<file path="config.mk">
export PLATFORM = sky130hd
export DESIGN_NAME = time_entry_loader_flat
export DESIGN_NICKNAME = d
export VERILOG_FILES = /design/src/rtl/time_entry_if.sv /design/src/rtl/time_entry_loader.sv /design/src/flat_wrapper.sv
export SDC_FILE = /design/constraint.sdc
export NUM_CORES = 1
export LEC_CHECK = 0
export ABC_AREA = 1
export CORE_UTILIZATION = 47
export CTS_CLUSTER_DIAMETER = 60
export DETAILED_ROUTE_END_ITERATION = 8
export GPL_TIMING_DRIVEN = 0
export PLACE_DENSITY = 0.77
export RECOVER_POWER = 50
export SLEW_MARGIN = 20
export SYNTH_ARGS = -nofsm -noshare
export SYNTH_HDL_FRONTEND = slang
export SYNTH_SLANG_ARGS = --single-unit
</file>
<file path="constraint.sdc">
create_clock -name clk -period 1.6 [get_ports clk]
set_input_delay 0.32 -clock clk [delete_from_list [all_inputs] [get_ports clk]]
set_output_delay 0.32 -clock clk [all_outputs]
set_load 0.01 [all_outputs]
</file>
<file path="src/rtl/time_entry_if.sv">
// Keypad-side and counter-load-side signals of the microwave time-entry loader.
interface time_entry_if;
   localparam int unsigned DIGIT_W = 4;

   logic               key_valid;
   logic [DIGIT_W-1:0] key_code;
   logic               start;
   logic               clear;
   logic               timer_zero;
   logic [DIGIT_W-1:0] data_min;
   logic [DIGIT_W-1:0] data_sec_tens;
   logic [DIGIT_W-1:0] data_sec_ones;
   logic               loadn;
   logic               run;
   logic               err;

   modport master (
      output key_valid, key_code, start, clear, timer_zero,
      input  data_min, data_sec_tens, data_sec_ones, loadn, run, err
   );

   modport slave (
      input  key_valid, key_code, start, clear, timer_zero,
      output data_min, data_sec_tens, data_sec_ones, loadn, run, err
   );
endinterface

</file>
<file path="src/rtl/time_entry_loader.sv">
// Collects keypad digits into M:SS, validates on start, pulses loadn, holds run until zero.
// Optional feature macro QUICKSTART_EN: start with no digits loads 0:30 instead of erroring.
module time_entry_loader (
   input  logic          clk,
   input  logic          rst,
   time_entry_if.slave   bus
);
   localparam int unsigned DIGIT_W = 4;
   localparam int unsigned CNT_W   = 2;

   typedef enum logic [1:0] {IDLE, ENTRY, LOAD, RUN} state_t;

   state_t             state, state_n;
   logic               key_q;
   logic [CNT_W-1:0]   cnt, cnt_n;
   logic [DIGIT_W-1:0] min_n, tens_n, ones_n;
   logic               err_n;

   logic key_edge_c;
   logic accept_c;
   logic time_ok_c;
   logic quick_c;

   assign key_edge_c = bus.key_valid && !key_q && (bus.key_code <= DIGIT_W'(9));
   assign accept_c   = key_edge_c && (cnt != CNT_W'(3));
   assign time_ok_c  = (bus.data_sec_tens <= DIGIT_W'(5)) &&
                       ({bus.data_min, bus.data_sec_tens, bus.data_sec_ones} != 12'd0);

`ifdef QUICKSTART_EN
   assign quick_c = (cnt == CNT_W'(0));
`else
   assign quick_c = 1'b0;
`endif

   // State register
   always_ff @(posedge clk) begin
      if (rst) state <= IDLE;
      else     state <= state_n;
   end

   // Next-state logic; priority clear > start > key
   always_comb begin
      state_n = state;
      if (bus.clear) begin
         state_n = IDLE;
      end else begin
         case (state)
            IDLE: begin
               if (bus.start) begin
                  if (time_ok_c || quick_c) state_n = LOAD;
               end else if (accept_c) begin
                  state_n = ENTRY;
               end
            end
            ENTRY:   if (bus.start && time_ok_c) state_n = LOAD;
            LOAD:    state_n = RUN;
            RUN:     if (bus.timer_zero) state_n = IDLE;
            default: state_n = IDLE;
         endcase
      end
   end

   // Digit shift register, digit count and error pulse next values
   always_comb begin
      min_n  = bus.data_min;
      tens_n = bus.data_sec_tens;
      ones_n = bus.data_sec_ones;
      cnt_n  = cnt;
      err_n  = 1'b0;
      if (bus.clear) begin
         min_n  = '0;
         tens_n = '0;
         ones_n = '0;
         cnt_n  = '0;
      end else begin
         case (state)
            IDLE, ENTRY: begin
               if (bus.start) begin
                  if (!time_ok_c) begin
                     if (state == IDLE && quick_c) begin
                        min_n  = DIGIT_W'(0);
                        tens_n = DIGIT_W'(3);
                        ones_n = DIGIT_W'(0);
                     end else begin
                        err_n = 1'b1;
                     end
                  end
               end else if (accept_c) begin
                  min_n  = bus.data_sec_tens;
                  tens_n = bus.data_sec_ones;
                  ones_n = bus.key_code;
                  cnt_n  = cnt + CNT_W'(1);
               end
            end
            RUN: begin
               if (bus.timer_zero) begin
                  min_n  = '0;
                  tens_n = '0;
                  ones_n = '0;
                  cnt_n  = '0;
               end
            end
            default: ;
         endcase
      end
   end

   // Registered outputs; loadn and run follow the state being entered
   always_ff @(posedge clk) begin
      if (rst) begin
         key_q             <= 1'b0;
         cnt               <= '0;
         bus.data_min      <= '0;
         bus.data_sec_tens <= '0;
         bus.data_sec_ones <= '0;
         bus.loadn         <= 1'b1;
         bus.run           <= 1'b0;
         bus.err           <= 1'b0;
      end else begin
         key_q             <= bus.key_valid;
         cnt               <= cnt_n;
         bus.data_min      <= min_n;
         bus.data_sec_tens <= tens_n;
         bus.data_sec_ones <= ones_n;
         bus.loadn         <= (state_n != LOAD);
         bus.run           <= (state_n == RUN);
         bus.err           <= err_n;
      end
   end
endmodule
</file>
<file path="src/flat_wrapper.sv">
// flat-port wrapper written by rule: the top's interface ports become plain ports
module time_entry_loader_flat 
  (clk, rst, bus_key_valid, bus_key_code, bus_start, bus_clear, bus_timer_zero, bus_data_min, bus_data_sec_tens, bus_data_sec_ones, bus_loadn, bus_run, bus_err);
  time_entry_if bus_i ();
  input  logic clk;
  input  logic rst;
  input wire logic [$bits(bus_i.key_valid)-1:0] bus_key_valid;
  input wire logic [$bits(bus_i.key_code)-1:0] bus_key_code;
  input wire logic [$bits(bus_i.start)-1:0] bus_start;
  input wire logic [$bits(bus_i.clear)-1:0] bus_clear;
  input wire logic [$bits(bus_i.timer_zero)-1:0] bus_timer_zero;
  output wire logic [$bits(bus_i.data_min)-1:0] bus_data_min;
  output wire logic [$bits(bus_i.data_sec_tens)-1:0] bus_data_sec_tens;
  output wire logic [$bits(bus_i.data_sec_ones)-1:0] bus_data_sec_ones;
  output wire logic [$bits(bus_i.loadn)-1:0] bus_loadn;
  output wire logic [$bits(bus_i.run)-1:0] bus_run;
  output wire logic [$bits(bus_i.err)-1:0] bus_err;
  assign bus_i.key_valid = bus_key_valid;
  assign bus_i.key_code = bus_key_code;
  assign bus_i.start = bus_start;
  assign bus_i.clear = bus_clear;
  assign bus_i.timer_zero = bus_timer_zero;
  assign bus_data_min = bus_i.data_min;
  assign bus_data_sec_tens = bus_i.data_sec_tens;
  assign bus_data_sec_ones = bus_i.data_sec_ones;
  assign bus_loadn = bus_i.loadn;
  assign bus_run = bus_i.run;
  assign bus_err = bus_i.err;
  time_entry_loader u_core (.clk(clk), .rst(rst), .bus(bus_i));
endmodule
</file>
After elaboration in Yosys (flattened, before gate mapping)
Index checks and enable logic that the tools add are counted. Widths: inputs -> output; s select.

Bits in registers: 20. Input bits: 10. Output and inout port bits: 15.

Add/subtract/negate cells: 1. $lt $le $gt $ge: 2. Equal/unequal tests: 9. Muxes and demuxes: 22. Bitwise logic cells: 2. Reductions and logical operators: 13.

Operator list (count): $mux 4 (7); $pmux 4 s2 (3); $mux 2 (9); $reduce_bool 12->1 (1); $ne 2x2->1 const B (4); $pmux 2 s4 (1); $eq 2x2->1 const B (3); $logic_and 1x1->1 (5); $le 4x3->1 const B (1); $le 4x4->1 const B (1); $pmux 2 s2 (1); $reduce_and 4->1 (1); $reduce_or 2->1 (2); $reduce_or 4->1 (1); $add 2x1->2 const B (1); $eq 2x1->1 const B (1); $logic_not 2->1 (1); $ne 2x1->1 const B (1); $not 1->1 (2); $reduce_bool 2->1 (1); $logic_not 1->1 (1); $mux 1 (1).

Longest topological paths before layout
Gate-level depths: netlist (run 1).

Depth in word-level cells: 9. Mapped depth: 8. Mapped depth without buffers: 8.

Worst setup path before layout (run 1)
OpenSTA, ideal clock, no wires.

Kind: register to register. Start: reg u_core.cnt[0]. End: reg u_core.cnt[0]. Data arrival time: 1.226 ns. Path slack: 0.262 ns. Cell stages (with the launch flop): 7. Buffers on the path: 1. Cell sequence: dfxtp_1 > ha_1 > nor3_4 > nand3_4 > buf_6 > a21oi_4 > nor2_1.

Longest elaborated chain between the ends: 4.

RTL lines: start, declared (RTL line time_entry_loader.sv:15) `logic [CNT_W-1:0] cnt, cnt_n;`; start signal, assigned (RTL line time_entry_loader.sv:121) `cnt <= cnt_n;`; $add 2x1->2 / $ne 2x2->1 (equally long branches) (RTL line time_entry_loader.sv:92, time_entry_loader.sv:25); $mux 2 / $logic_and 1x1->1 (equally long branches) (RTL line time_entry_loader.sv:88, time_entry_loader.sv:25); $mux 2 / $ne 2x1->1 (equally long branches); $pmux 2 s2 / $reduce_and 4->1 (equally long branches).

Parallel ways exist; a longest one is shown, timed or not. The select of a mux whose other input is x is not followed. A chain may end at the register's enable or synchronous reset.

Worst setup path after layout (run 1)
Start: reg u_core.bus.data_sec_ones[1]. End: out bus_data_sec_ones[1].

RTL lines: start, declared (RTL line time_entry_if.sv:24) `output data_min, data_sec_tens, data_sec_ones, loadn, run, err`; start signal, assigned (RTL line time_entry_loader.sv:124) `bus.data_sec_ones <= ones_n;`; end, declared (RTL line flat_wrapper.sv:14) `output wire logic [$bits(bus_i.data_sec_ones)-1:0] bus_data_sec_ones;`.

No word-level cell between the ends.

==> results of run 1 <==
==> metal layers <==
| metal | vias up | GRT usage (%) | wire (um) |
|---|---|---|---|
| met5 | - | 0 | 0 |
| met4 | 0 | 11.67 | 53 |
| met3 | 6 | 4.528 | 99 |
| met2 | 25 | 37.30 | 1124 |
| met1 | 449 | 30.05 | 1086 |
| li1 | 497 | - | - |
==> synth_stat cells (all sizes together) <==
library cell and n:
nor3 1, a211oi 1, o21ai 1, inv 19, nand4 13, nor2 20
clkbuf 1, buf 5, a21oi 15, nand2 16, or2 1, nand3 18
ha 1, dfxtp 20
==> registers in the layout (all words and copies together), names as in the netlist <==
signal / flops
u_core.bus.data_min: 4
u_core.bus.data_sec_ones: 4
u_core.bus.data_sec_tens: 4
u_core.cnt: 2
u_core.state: 2
u_core.bus.err: 1
u_core.bus.loadn: 1
u_core.bus.run: 1
u_core.key_q: 1
==> per-stage QoR <==
stage	instances	hold WS [ns]	total power, mW
floorplan	132	0.3912	0.5749
global placement	183	0.4745	0.6180
detailed placement	183	0.4884	0.6208
CTS	186	0.5031	0.8533
global route	187	0.5213	0.8874
finish	187	0.4984	0.8477
==> placed cells by master (no fill, tap or decap) <==
cell,instances
nor3_4,1
nand2_2,1
clkbuf_1,3
nand2_1,15
nand4_1,13
a21oi_1,14
dlygate4sd3_1,2
ha_1,1
clkdlybuf4s25_1,2
buf_4,1
or2_2,1
a211oi_1,1
buf_6,3
inv_1,18
clkbuf_4,3
nand3_4,1
clkdlybuf4s50_1,19
dfxtp_1,16
nor2_1,20
buf_2,1
a21oi_4,1
o21ai_2,1
dfxtp_2,4
inv_2,1
nand3_1,17
==> final cells by class <==
cell class / count / area (sq um) / share of cell area (%)
flip-flops and latches: 20 / 405.4 / 31.67
repair buffers: 25 / 237.7 / 18.57
clock buffers: 3 / 22.52 / 1.760
plain buffers: 6 / 50.05 / 3.910
multi-input cells: 87 / 459.2 / 35.87
inverters: 19 / 71.32 / 5.572
well taps: 27 / 33.78 / 2.639
==> what timing repair did <==
| action | CTS | global route |
|---|---|---|
| endpoints found under the setup margin | 0 | 9 |
| resized for setup | 0 | 7 |
| setup buffers | 0 | 1 |
==> worst reg2reg max path: cells and delay by family (launching register included) <==
| family | cells | cell delay [ns] |
|---|---|---|
| AND/OR/NAND/NOR | 3 | 0.37 |
| buffers and inverters | 2 | 0.47 |
| flip-flops | 1 | 0.37 |
| AO/OA/AOI/OAI | 1 | 0.13 |
==> power groups by stage <==
stage / registers (mW) / clock network [mW] / logic, mW
after floorplan: 0.520 / 0 / 0.0548
after detailed placement: 0.519 / 0 / 0.102
final: 0.508 / 0.237 / 0.103
after global routing: 0.509 / 0.267 / 0.112
after CTS: 0.508 / 0.244 / 0.102
after global placement: 0.519 / 0 / 0.0993
==> logic make-up (layout without fill, tap and decap cells) <==
kind of cell / Yosys count / after routing
compound gates: 17 / 17
fa+ha+maj: 1 / 1
buf+inv: 25 / 53
flops: 20 / 20
simple gates: 69 / 69
==> final timing paths <==
kind	start	endpoint	cells past startpoint	slack [ns]
setup / recovery	u_core.bus.data_sec_ones[1]$_SDFFE_PP0P_	bus_data_sec_ones[1]	1	0.05
setup reg to reg	u_core.state[0]$_SDFF_PP0_	u_core.cnt[0]$_SDFFE_PP0P_	6	0.18
hold / removal	u_core.cnt[1]$_SDFFE_PP0P_	u_core.cnt[1]$_SDFFE_PP0P_	2	0.50
hold reg to reg	u_core.cnt[1]$_SDFFE_PP0P_	u_core.cnt[1]$_SDFFE_PP0P_	2	0.50
==> impl_metrics.env, run 1 <==
export IMPL_cp_cell_sequence="clkdlybuf4s50_1"
export IMPL_dieArea_sq_um=2274
export IMPL_pin_count=25
export IMPL_crit_family="buffers and inverters"
export IMPL_pwr_share_seq_pct=59.9
export IMPL_finalSetupViolCount=0
export IMPL_yosysSeqAreaShare_pct=40.82
export IMPL_ys_types=20
export IMPL_synth_area_mux_share_pct=0
export IMPL_n_antenna_cell=0
export IMPL_first_pass_iters=4
export IMPL_antenna_found_initial=0
export IMPL_gp_congestion=0.8651
export IMPL_synth_top_area_share_pct=40.82
export IMPL_yosysWarnings=0
export IMPL_cp_end_kind="output port"
export IMPL_num_vias=977
export IMPL_cts_made_buffers=3
export IMPL_maxCapViolations=0
export IMPL_cp_start_kind="register"
export IMPL_fin_skew_ns=0.003050
export IMPL_grt_pass1_vias=841
export IMPL_dp_slack_ns=-0.2330
export IMPL_cp_arrival_ns=1.23
export IMPL_wl_um=2363
export IMPL_fill_cells=202
export IMPL_cts_max_level=1
export IMPL_synth_compound_area_share_pct=10.46
export IMPL_die_h_um=47.69
export IMPL_ctsHoldBuffers=0
export IMPL_critical_path_class="register to output port"
export IMPL_finalSetupTns_ns=0
export IMPL_timing_fmax_mhz=644.8
export IMPL_path_clk_slew_ns=0.11
export IMPL_hold_path_class="register to register"
export IMPL_rsz0062_at_grt="no"
export IMPL_initial_core_util_pct=50.00
export IMPL_powerDensity_nw_per_um2=662.3
export IMPL_fp_coreArea_sq_um=1962
export IMPL_required_ns=1.28
export IMPL_finalCriticalPeriod_ns=1.551
export IMPL_synthesis_area_sq_um=980.9
export IMPL_yosys_top_cells_area="dfxtp_1 41%, nand3_1 8.7%, nand4_1 8.3%"
export IMPL_finalHoldViolCount=0
export IMPL_synth_xor_area_share_pct=0
export IMPL_combPwrFrac_pct=12.1
export IMPL_outcome="complete, no violations"
export IMPL_die_w_um=47.69
export IMPL_synth_cells=132
export IMPL_io_buffers=24
export IMPL_fin_area_sq_um=1280
export IMPL_cts_sinks=20
export IMPL_worst_path_buf_inv=1
export IMPL_grt_use_total_pct=23.39
export IMPL_fp_row_count=16
export IMPL_clk_path_buf_depth=2
export IMPL_cp_slowest_cell="clkdlybuf4s50_1"
export IMPL_synth_area_leader_cell="dfxtp_1"
export IMPL_finish_utilization_pct=65.24
export IMPL_grt_pass1_wl_um=3643
export IMPL_drt_iter0_drc=25
export IMPL_slew_viol_final=0
export IMPL_postSynthAreaPerCell_sq_um=7.431
export IMPL_grt_max_degree=11
export IMPL_clkPwrFrac_pct=28.0
export IMPL_p_sw_share_pct=24.74
export IMPL_p_leak_nw=0.5003
export IMPL_synth_simple_area_share_pct=35.08
export IMPL_areaGrowthSynthToFinish_pct=30.48
export IMPL_ant_nets=0
export IMPL_vias_per_cell=5.225
export IMPL_max_stage_delay_ns=0.55
export IMPL_fin_crit_sh_pct=96.93
export IMPL_syn_nets=143
export IMPL_maxSlewHeadroom_pct=67.28
export IMPL_synth_top_family_by_area="simple AND/OR/NAND/NOR gates"
export IMPL_fin_ws_ns=0.04913
export IMPL_placed_area_sq_um=1255
export IMPL_drive_gt1_share_pct=11.88
export IMPL_synthAdderAreaFrac_pct=1.276
export IMPL_worst_pin_slew_ns=0.4908
export IMPL_clk_latency_ns=0.30
export IMPL_place_hpwl_um=1702
export IMPL_peakVddDrop_mv=0.4568
export IMPL_root_buffer="clkbuf_4"
export IMPL_nNetsFinal=173
export IMPL_p_sw_uw=209.7
export IMPL_wl_per_cell_um=12.64
export IMPL_cp_max_fo=3
export IMPL_grt_overflow=0
export IMPL_cts_tree="built"
export IMPL_route_detailed_drc=0
export IMPL_p_int_uw=638.0
export IMPL_ys_seq_elements=20
No activity file was read; power rests on OpenSTA's default activity.
==> run 2: changes to the inputs <==
--- a/config.mk
+++ b/config.mk
@@ -8,11 +8,11 @@
 export ABC_AREA = 1
 export CORE_UTILIZATION = 47
 export CTS_CLUSTER_DIAMETER = 60
+export CTS_CLUSTER_SIZE = 30
 export DETAILED_ROUTE_END_ITERATION = 8
 export GPL_TIMING_DRIVEN = 0
 export PLACE_DENSITY = 0.77
 export RECOVER_POWER = 50
-export SLEW_MARGIN = 20
 export SYNTH_ARGS = -nofsm -noshare
 export SYNTH_HDL_FRONTEND = slang
 export SYNTH_SLANG_ARGS = --single-unit
==> results of run 2 <==
No change in the layout: final DEF, timing and power equal those of run 1.
